--- src/rtl/io_cfg_pkg.sv ---
// Shared types and constants for the IO tile ccff configuration loader.
// Holds the loader state encoding and the CRC-8 parameters used by both checkers.
package io_cfg_pkg;

    typedef enum logic [2:0] {
        ST_IDLE    = 3'd0,
        ST_ISOLATE = 3'd1,
        ST_LOAD    = 3'd2,
        ST_VERIFY  = 3'd3,
        ST_RELEASE = 3'd4,
        ST_FAIL    = 3'd5
    } state_t;

    localparam logic [7:0] CRC8_POLY = 8'h07;
    localparam logic [7:0] CRC8_INIT = 8'h00;

    // One serial CRC-8 step, MSB-first register update.
    function automatic logic [7:0] crc8_step(input logic [7:0] crc, input logic din);
        crc8_step = {crc[6:0], 1'b0} ^ (((crc[7] ^ din) == 1'b1) ? CRC8_POLY : 8'h00);
    endfunction

endpackage

--- src/rtl/crc8_serial.sv ---
// Serial CRC-8 accumulator: one bit per enabled clock, synchronous clear.
module crc8_serial
    import io_cfg_pkg::*;
(
    input  logic       clk,
    input  logic       clr,
    input  logic       en,
    input  logic       bit_in,
    output logic [7:0] crc
);

    always_ff @(posedge clk) begin
        if (clr) begin
            crc <= CRC8_INIT;
        end else if (en) begin
            crc <= crc8_step(crc, bit_in);
        end
    end

endmodule

--- src/rtl/io_ccff_loader.sv ---
// Loads an IO tile ccff chain from a word stream under pad isolation, then
// recirculates the chain once and compares CRCs before releasing the pads.
module io_ccff_loader
    import io_cfg_pkg::*;
#(
    parameter int CHAIN_LEN   = 64,
    parameter int WORD_W      = 8,
    parameter int ISOL_CYCLES = 4
) (
    input  logic              prog_clk,
    input  logic              pReset,
    input  logic              start,
    input  logic              abort,
    input  logic              word_valid,
    input  logic [WORD_W-1:0] word_data,
    output logic              word_ready,
    output logic              ccff_head,
    input  logic              ccff_tail,
    output logic              cfg_shift_en,
    output logic              io_isol_n,
    output logic              busy,
    output logic              done,
    output logic              error
);

    localparam int BW = $clog2(CHAIN_LEN + 1);
    localparam int HW = $clog2(WORD_W + 1);

    state_t            state;
    state_t            state_nx;
    logic [7:0]        iso_cnt;
    logic [BW-1:0]     bit_cnt;
    logic [WORD_W-1:0] hold_data;
    logic [HW-1:0]     hold_cnt;
    logic              released;

    logic              hold_empty;
    logic              take;
    logic              shift_bit;
    logic              load_shift;
    logic              verify_shift;
    logic              last_load_bit;
    logic              crc_clr;
    logic [7:0]        load_crc;
    logic [7:0]        chk_crc;

    // An empty holding register passes word_data[0] straight to the chain in the
    // accept cycle, so consecutive words shift with no bubble.
    always_comb begin
        hold_empty    = (hold_cnt == '0);
        word_ready    = (state == ST_LOAD) && hold_empty;
        take          = word_ready && word_valid;
        shift_bit     = hold_empty ? word_data[0] : hold_data[0];
        load_shift    = (state == ST_LOAD) && (take || !hold_empty);
        verify_shift  = (state == ST_VERIFY) && (bit_cnt != BW'(CHAIN_LEN));
        last_load_bit = load_shift && (bit_cnt == BW'(CHAIN_LEN - 1));
        cfg_shift_en  = load_shift || verify_shift;
        ccff_head     = 1'b0;
        if (load_shift) begin
            ccff_head = shift_bit;
        end else if (verify_shift) begin
            ccff_head = ccff_tail;
        end
        busy      = (state != ST_IDLE);
        done      = (state == ST_RELEASE);
        error     = (state == ST_FAIL);
        io_isol_n = done || ((state == ST_IDLE) && released);
        crc_clr   = !pReset || (state == ST_IDLE);
    end

    // VERIFY ends with one non-shifting cycle so the registered chk_crc already
    // includes the final recirculated bit when it is compared.
    always_comb begin
        state_nx = state;
        case (state)
            ST_IDLE: begin
                if (start && !abort) state_nx = ST_ISOLATE;
            end
            ST_ISOLATE: begin
                if (abort)                                  state_nx = ST_FAIL;
                else if (iso_cnt == 8'(ISOL_CYCLES - 1))    state_nx = ST_LOAD;
            end
            ST_LOAD: begin
                if (abort)              state_nx = ST_FAIL;
                else if (last_load_bit) state_nx = ST_VERIFY;
            end
            ST_VERIFY: begin
                if (abort)              state_nx = ST_FAIL;
                else if (!verify_shift) state_nx = (chk_crc == load_crc) ? ST_RELEASE : ST_FAIL;
            end
            ST_RELEASE: state_nx = ST_IDLE;
            ST_FAIL:    state_nx = ST_IDLE;
            default:    state_nx = ST_IDLE;
        endcase
    end

    always_ff @(posedge prog_clk) begin
        if (!pReset) begin
            state     <= ST_IDLE;
            iso_cnt   <= '0;
            bit_cnt   <= '0;
            hold_data <= '0;
            hold_cnt  <= '0;
            released  <= 1'b0;
        end else begin
            state <= state_nx;

            if (state == ST_ISOLATE) iso_cnt <= iso_cnt + 8'd1;
            else                     iso_cnt <= '0;

            if (state_nx != state)   bit_cnt <= '0;
            else if (cfg_shift_en)   bit_cnt <= bit_cnt + 1'b1;

            if ((state != ST_LOAD) || (state_nx != ST_LOAD)) begin
                hold_data <= '0;
                hold_cnt  <= '0;
            end else if (take) begin
                hold_data <= word_data >> 1;
                hold_cnt  <= HW'(WORD_W - 1);
            end else if (!hold_empty) begin
                hold_data <= hold_data >> 1;
                hold_cnt  <= hold_cnt - 1'b1;
            end

            if (state == ST_RELEASE)        released <= 1'b1;
            else if (state_nx == ST_ISOLATE) released <= 1'b0;
        end
    end

    crc8_serial u_load_crc (
        .clk    (prog_clk),
        .clr    (crc_clr),
        .en     (load_shift),
        .bit_in (shift_bit),
        .crc    (load_crc)
    );

    crc8_serial u_chk_crc (
        .clk    (prog_clk),
        .clr    (crc_clr),
        .en     (verify_shift),
        .bit_in (ccff_tail),
        .crc    (chk_crc)
    );

endmodule

--- config.mk ---
export PLATFORM = sky130hd
export DESIGN_NAME = io_ccff_loader
export DESIGN_NICKNAME = d
export VERILOG_FILES = /design/src/rtl/io_cfg_pkg.sv /design/src/rtl/crc8_serial.sv /design/src/rtl/io_ccff_loader.sv
export SDC_FILE = /design/constraint.sdc
export NUM_CORES = 1
export LEC_CHECK = 0
export BUFFER_PORTS_ARGS = -buffer_cell sky130_fd_sc_hd__buf_2
export CAP_MARGIN = 10
export CORE_MARGIN = 2
export CORE_UTILIZATION = 63
export CTS_CLUSTER_DIAMETER = 120
export DETAILED_ROUTE_END_ITERATION = 8
export GPL_ROUTABILITY_DRIVEN = 0
export PLACE_DENSITY_LB_ADDON = 0.08
export SLEW_MARGIN = 30
export SYNTH_ARGS = -nofsm -noshare
export SYNTH_HDL_FRONTEND = slang
export SYNTH_HIERARCHICAL = 1
export SYNTH_SLANG_ARGS = --single-unit
--- constraint.sdc ---
create_clock -name prog_clk -period 5.4 [get_ports prog_clk]
set_input_delay 0.81 -clock prog_clk [delete_from_list [all_inputs] [get_ports prog_clk]]
set_output_delay 0.81 -clock prog_clk [all_outputs]
set_load 0.05 [all_outputs]
==> results of run 1 <==
through the flow:
step                      area [um^2]  hold WS [ns]
after detailed placement         2450         0.450
after floorplan                  2340         0.430
after global routing             2520         0.495
after global placement           2450         0.446
final                            2520         0.466
after CTS                        2520         0.468
sequential cells by signal, summed over array words and instances (netlist names):
signal and flops:
u_chk_crc/crc 8, iso_cnt 8, hold_data 7, u_load_crc/crc 8, state 3, released 1
hold_cnt 4, bit_cnt 7
per-layer routing:
layer	track usage [%]	wire length [um]	up-vias
met4	5.59	43	0
met1	29.4	2120	856
met5	0	0	-
met3	5.38	117	5
li1	-	-	947
met2	34.1	2020	15
final timing paths:
path | slack (ns) | endpoint
worst min register to register | 0.47 | iso_cnt[0]$_SDFF_PN0_
worst min-delay path | 0.47 | iso_cnt[0]$_SDFF_PN0_
worst max register to register | 2.72 | hold_cnt[1]$_SDFFE_PP0N_
worst max-delay path | 2.03 | ccff_head
area by class of cell:
type | count | area [um^2]
multi-input combinational | 190 | 1310
timing repair buffer | 21 | 108
sequential | 46 | 921
inverter | 13 | 48.8
fill | 305 | 1080
clock inverter | 2 | 10.0
tap | 48 | 60.1
clock buffer | 5 | 68.8
layout by cell type (no fill, tap or decap), drive strengths merged, types with 3 or more instances in the layout:
| cell type | netlist | routed |
|---|---|---|
| nor3 | 9 | 9 |
| nand2 | 15 | 15 |
| clkbuf | 2 | 5 |
| and3 | 4 | 4 |
| xor2 | 14 | 14 |
| dfxtp | 46 | 46 |
| o21ai | 3 | 3 |
| inv | 13 | 13 |
| nor3b | 6 | 6 |
| nand4b | 4 | 4 |
| nor2 | 42 | 42 |
| o311ai | 4 | 4 |
| nand4 | 4 | 4 |
| xnor2 | 8 | 8 |
| ha | 5 | 5 |
| buf | 8 | 21 |
| a21oi | 7 | 7 |
| and2 | 4 | 4 |
| a31oi | 3 | 3 |
| mux2i | 17 | 17 |
| or4b | 4 | 4 |
| nand3 | 6 | 6 |
| a211oi | 9 | 9 |
kinds of logic after synthesis:
kind of cell | count (synthesis) | share of synthesized area [%]
AOI/OAI and AO/OA | 34 | 11.6
xor gates and xnor gates | 22 | 8.22
adders and majority gates | 5 | 2.67
buffers and inverters | 23 | 4.86
DFF | 46 | 39.3
muxes | 17 | 7.26
and+or+nand+nor | 112 | 26.1
report_power, final:
group	internal (mW)	switching (mW)	total (mW)
logic	0.0113	0.0195	0.0308
registers	0.340	0.00212	0.342
clock network	0.0870	0.110	0.197
total	0.438	0.131	0.569
worst max-delay path, delay by kind of cell (launching register included):
| family | cells | cell delay [ns] |
|---|---|---|
| adder cells (fa/ha/maj) | 1 | 0.24 |
| buffers and inverters | 2 | 0.38 |
| flip-flops | 1 | 0.35 |
| AND/OR/NAND/NOR | 5 | 1.28 |
==> metrics, run 1 <==
status=finished clean; gr usage total=21.6%; final net count=296; top-area cell type share of the netlist area=39.3%; kind of critical path=flop to output pin; CP Capture Type=output pin; Mapped Cells=259; I/O Pins=21; Clock Latency Late Sink=0.30 ns; DRT iter0 DRCs=108; Die Area=4220 um^2; Crit path required time=4.59 ns; vias post-DR=1823; ys async rst share=0%; Max stage delay on crit path=0.70 ns; Chip Width=65.0 um; core area=3610 um^2; crit-path cells=inv_1, ha_1, or3b_2, nor2_1, nor2_1, nor2_1, nor3_1, buf_2; library cells used by synthesis=46; hold crit path type=flop to flop; clk sinks=46; utilization after layout=70.0%; Total Wirelength=4300 um; Starting Density=65.0%; Max FO, Critical Path=14; H-tree depth=2; f_max=297 MHz; Synth top cells by count=46 x dfxtp_1, 42 x nor2_1, 17 x mux2i_1, 14 x nand2_1, 14 x xor2_1; post-synth top area cell=dfxtp_1; Max Cap Viol=0; number of global-route vias before repair=1575; Area growth syn-to-layout=7.74%; Clock Pin Slew Worst Setup and Hold Paths=0.09 ns; VDD IR max=0.000171 V; layout cells sized above 1=14.4%; cell mode on critical path=nor2_1; Worst path slowest cell=nor2_1; top-count cell post-synth=dfxtp_1; Buffers on Ports=20; Vias/cell=5.61; Worst R2R Path Depth=7; Post-Synthesis Net Count=278; largest net degree at the start of global routing=25; Setup WS pre-CTS=2.33 ns; Synth area leaders=dfxtp_1 39%, mux2i_1 7.3%, nor2_1 6.7%; Crit. Startpoint=hold_cnt[0]$_SDFFE_PP0N_; fin worst setup slack=2.03 ns; Hold Path Depth=1; Residual DRC=0; max-slew violations=0; syn_area_per_cell=9.05 um^2; Final Cycle Share=62.4%; total gr overflow=0; synthesized flop and latch total=46; final setup fails=0; total power=0.569 mW; antenna violations before repair=0; chip height=65.0 um; CTS Buffer Depth=2; hold wc startpoint=iso_cnt[0]$_SDFF_PN0_; Total Neg Setup Slack=0 ns; CTS Hold Bufs=0; Post-Syn Area=2340 um^2; Layout Cells excl Fill=325; Reg2Reg Launch Point=hold_cnt[0]$_SDFFE_PP0N_; Least-Margin Pin Slew=0.916 ns; final hold vios=0; Pwr Density=226 nW/um^2; Pleak=0.992 nW; post-route ant nets=0; first-pass GRT wire length=7090 um; yosys warns=6; Rows=22; CTS Root Cell=clkbuf_8; post-placement cell count=318; Tmin final=3.37 ns; RSZ-0062 raised after global routing=false; antenna cells=0; CP arrival=2.56 ns; setup bufs post-CTS=0; DR WL/cell=13.2 um; TritonCTS clock tree=built; skew final=0.0133 ns; Most used DFF post-synth=dfxtp_1; CTS Buf Count=5; sequential fraction of the synthesis area=39.3%; Post-synth EDFFs=0; HPWL after DPL=3100 um; cts repair resizes=0; Relative slew margins=38.7%; first-pass detailed-route iteration total=4; CP Launch Type=flop
(Power assumes the default switching activity.)
==> run 2, diff against run 1 <==
Settings changed: CORE_UTILIZATION 63 to 59.
Clock period 5.4 ns to 3.4 ns, I/O delays scaled along.
==> run 2 against run 1 <==
  * First-iteration DRC count grew 32%
  * Critical endpoint unchanged
  * Worst hold slack got worse by 0.0071 ns
  * Sequential share of layout area fell by 0.39 points
  * Global-route usage is essentially flat
  * Critical path depth did not move
  * Clock skew shrank 0.0059 ns
==> metrics, run 2 (synthesis results as in run 1) <==
CTS Hold Bufs=0 (unchanged); HPWL after DPL=3190 um (was 3100 um); critical path's top delay family=simple AND/OR/NAND/NOR gates (unchanged); max-slew violations=0 (unchanged); Tmin final=2.99 ns; H-tree depth=2 (unchanged); number of global-route vias before repair=1678 (was 1575); antenna violations before repair=0 (unchanged); Crit path required time=2.89 ns (was 4.59 ns); Max Cap Viol=0 (unchanged); core area=3740 um^2 (was 3610 um^2); Clock Latency Late Sink=0.29 ns (was 0.30 ns); Vias/cell=5.63 (was 5.61); post-placement cell count=320 (was 318); Placed Area=2460 um^2 (was 2450 um^2); total gr overflow=0 (unchanged); Final Cycle Share=87.8%; Total Neg Setup Slack=0 ns (unchanged); antenna cells=0 (unchanged); CTS Root Cell=clkbuf_8 (unchanged); Die Area=4490 um^2 (was 4220 um^2); setup bufs post-CTS=0 (unchanged); CP Capture Type=output pin (unchanged); utilization after layout=68.2% (was 70.0%); fin area=2550 um^2 (was 2520 um^2); hold crit path type=flop to flop (unchanged); Rows=22 (unchanged); TritonCTS clock tree=built (unchanged); VDD IR max=0.000249 V (was 0.000171 V); gr usage total=21.6% (about the same); Total Wirelength=4360 um (was 4300 um); RSZ-0062 raised after global routing=false (unchanged); first-pass detailed-route iteration total=4 (unchanged); Buffers on Ports=20 (unchanged); layout cells sized above 1=15.0% (was 14.4%); Area growth syn-to-layout=8.92% (was 7.74%); CTS Buf Count=5 (unchanged); Starting Density=62.6% (was 65.0%); Clock Pin Slew Worst Setup and Hold Paths=0.08 ns (was 0.09 ns); final setup fails=0 (unchanged); chip height=67.0 um (was 65.0 um); Least-Margin Pin Slew=0.895 ns (was 0.916 ns); CTS Buffer Depth=2 (unchanged); Buf/Inv on CP=2 (unchanged); commonest non-fill, non-tap cell in the layout=dfxtp_1 (unchanged); Hold Path Depth=1 (unchanged); final net count=298 (was 296); status=finished clean (unchanged); DRT iter0 DRCs=143 (was 108); Residual DRC=0 (unchanged); post-route ant nets=0 (unchanged); CP Launch Type=flop (unchanged); Pleak=1.01 nW (was 0.992 nW); final hold vios=0 (unchanged); kind of critical path=flop to output pin (unchanged); Pwr Density=366 nW/um^2 (was 226 nW/um^2); skew final=0.00748 ns (was 0.0133 ns); crit-path cells=inv_1, ha_1, or3b_2, nor2_1, nor2_1, nor2_1, nor3_1, buf_2 (unchanged); Chip Width=67.0 um (was 65.0 um); clk sinks=46 (unchanged); first-pass GRT wire length=7410 um (was 7090 um); largest net degree at the start of global routing=25 (unchanged); I/O Pins=21 (unchanged); Max stage delay on crit path=0.69 ns (was 0.70 ns); CP arrival=2.48 ns (was 2.56 ns); cts repair resizes=0 (unchanged); Worst R2R Path Depth=8 (was 7); Max FO, Critical Path=14 (unchanged); Worst path slowest cell=nor2_1 (unchanged); DR WL/cell=13.3 um (was 13.2 um); hold slack final=0.459 ns (was 0.466 ns); commonest cells after routing, fill and taps aside=46 x dfxtp_1, 42 x nor2_1, 20 x buf_2, 17 x mux2i_1 (unchanged); cell mode on critical path=nor2_1 (unchanged); f_max=335 MHz; vias post-DR=1846 (was 1823); largest registers=iso_cnt: 8 flops, u_chk_crc/crc: 8 flops, u_load_crc/crc: 8 flops (unchanged); Relative slew margins=40.1% (was 38.7%); Crit. path cell count=8 (unchanged); Layout Cells excl Fill=328 (was 325)
run 2: changes by cell type in the layout (fill, tap and decap cells not counted):
cell / previous run / this run
clkbuf_1: 0 / 1
clkbuf_8: 5 / 6
buf_4: 1 / 3
clkinv_2: 2 / 1
run 2: stage by stage:
| stage | total power [mW] | worst slack [ns] |
|---|---|---|
| 3_3_place_gp | 0.606 | 0.780 |
| 6_report | 0.933 | 0.415 |
| 2_1_floorplan | 0.588 | 0.564 |
| 3_5_place_dp | 0.606 | 0.736 |
| 5_1_grt | 0.972 | 0.139 |
| 4_1_cts | 0.943 | 0.388 |
run 2: worst register-to-register path, cell delays in order (launching register included):
cell and delay [ns]:
dfxtp_1 0.31, inv_1 0.11, ha_1 0.21, nor3b_4 0.22, buf_4 0.27, nand2_2 0.09
a211o_1 0.31, a311o_1 0.52, a211oi_1 0.27
run 2: per-layer routing:
metal / share of wire [%] / GRT usage [%]
met5: 0 / 0
met1: 49 / 28.4
met4: 1.2 / 11.0
met3: 3.4 / 3.55
met2: 47 / 33.9
run 2: worst paths after layout:
| path | slack, ns | start | to |
|---|---|---|---|
| hold reg to reg | 0.46 | iso_cnt[0]$_SDFF_PN0_ | iso_cnt[0]$_SDFF_PN0_ |
| setup / recovery | 0.41 | hold_cnt[1]$_SDFFE_PP0N_ | ccff_head |
| setup reg to reg | 1.03 | hold_cnt[0]$_SDFFE_PP0N_ | hold_cnt[1]$_SDFFE_PP0N_ |
| hold / removal | 0.46 | iso_cnt[0]$_SDFF_PN0_ | iso_cnt[0]$_SDFF_PN0_ |
run 2: final cells by class:
cell class	count	area, um^2
Inverter	13	48.8
Multi-Input combinational cell	190	1310
Clock inverter	1	5.00
Timing Repair Buffer	23	123
Tap cell	48	60.1
Fill cell	317	1190
Sequential cell	46	921
Clock buffer	7	86.3
run 2: where the power goes:
group	switching [mW]	total, mW	internal (mW)
logic	0.0342	0.0531	0.0189
clock network	0.175	0.339	0.164
registers	0.00139	0.541	0.540
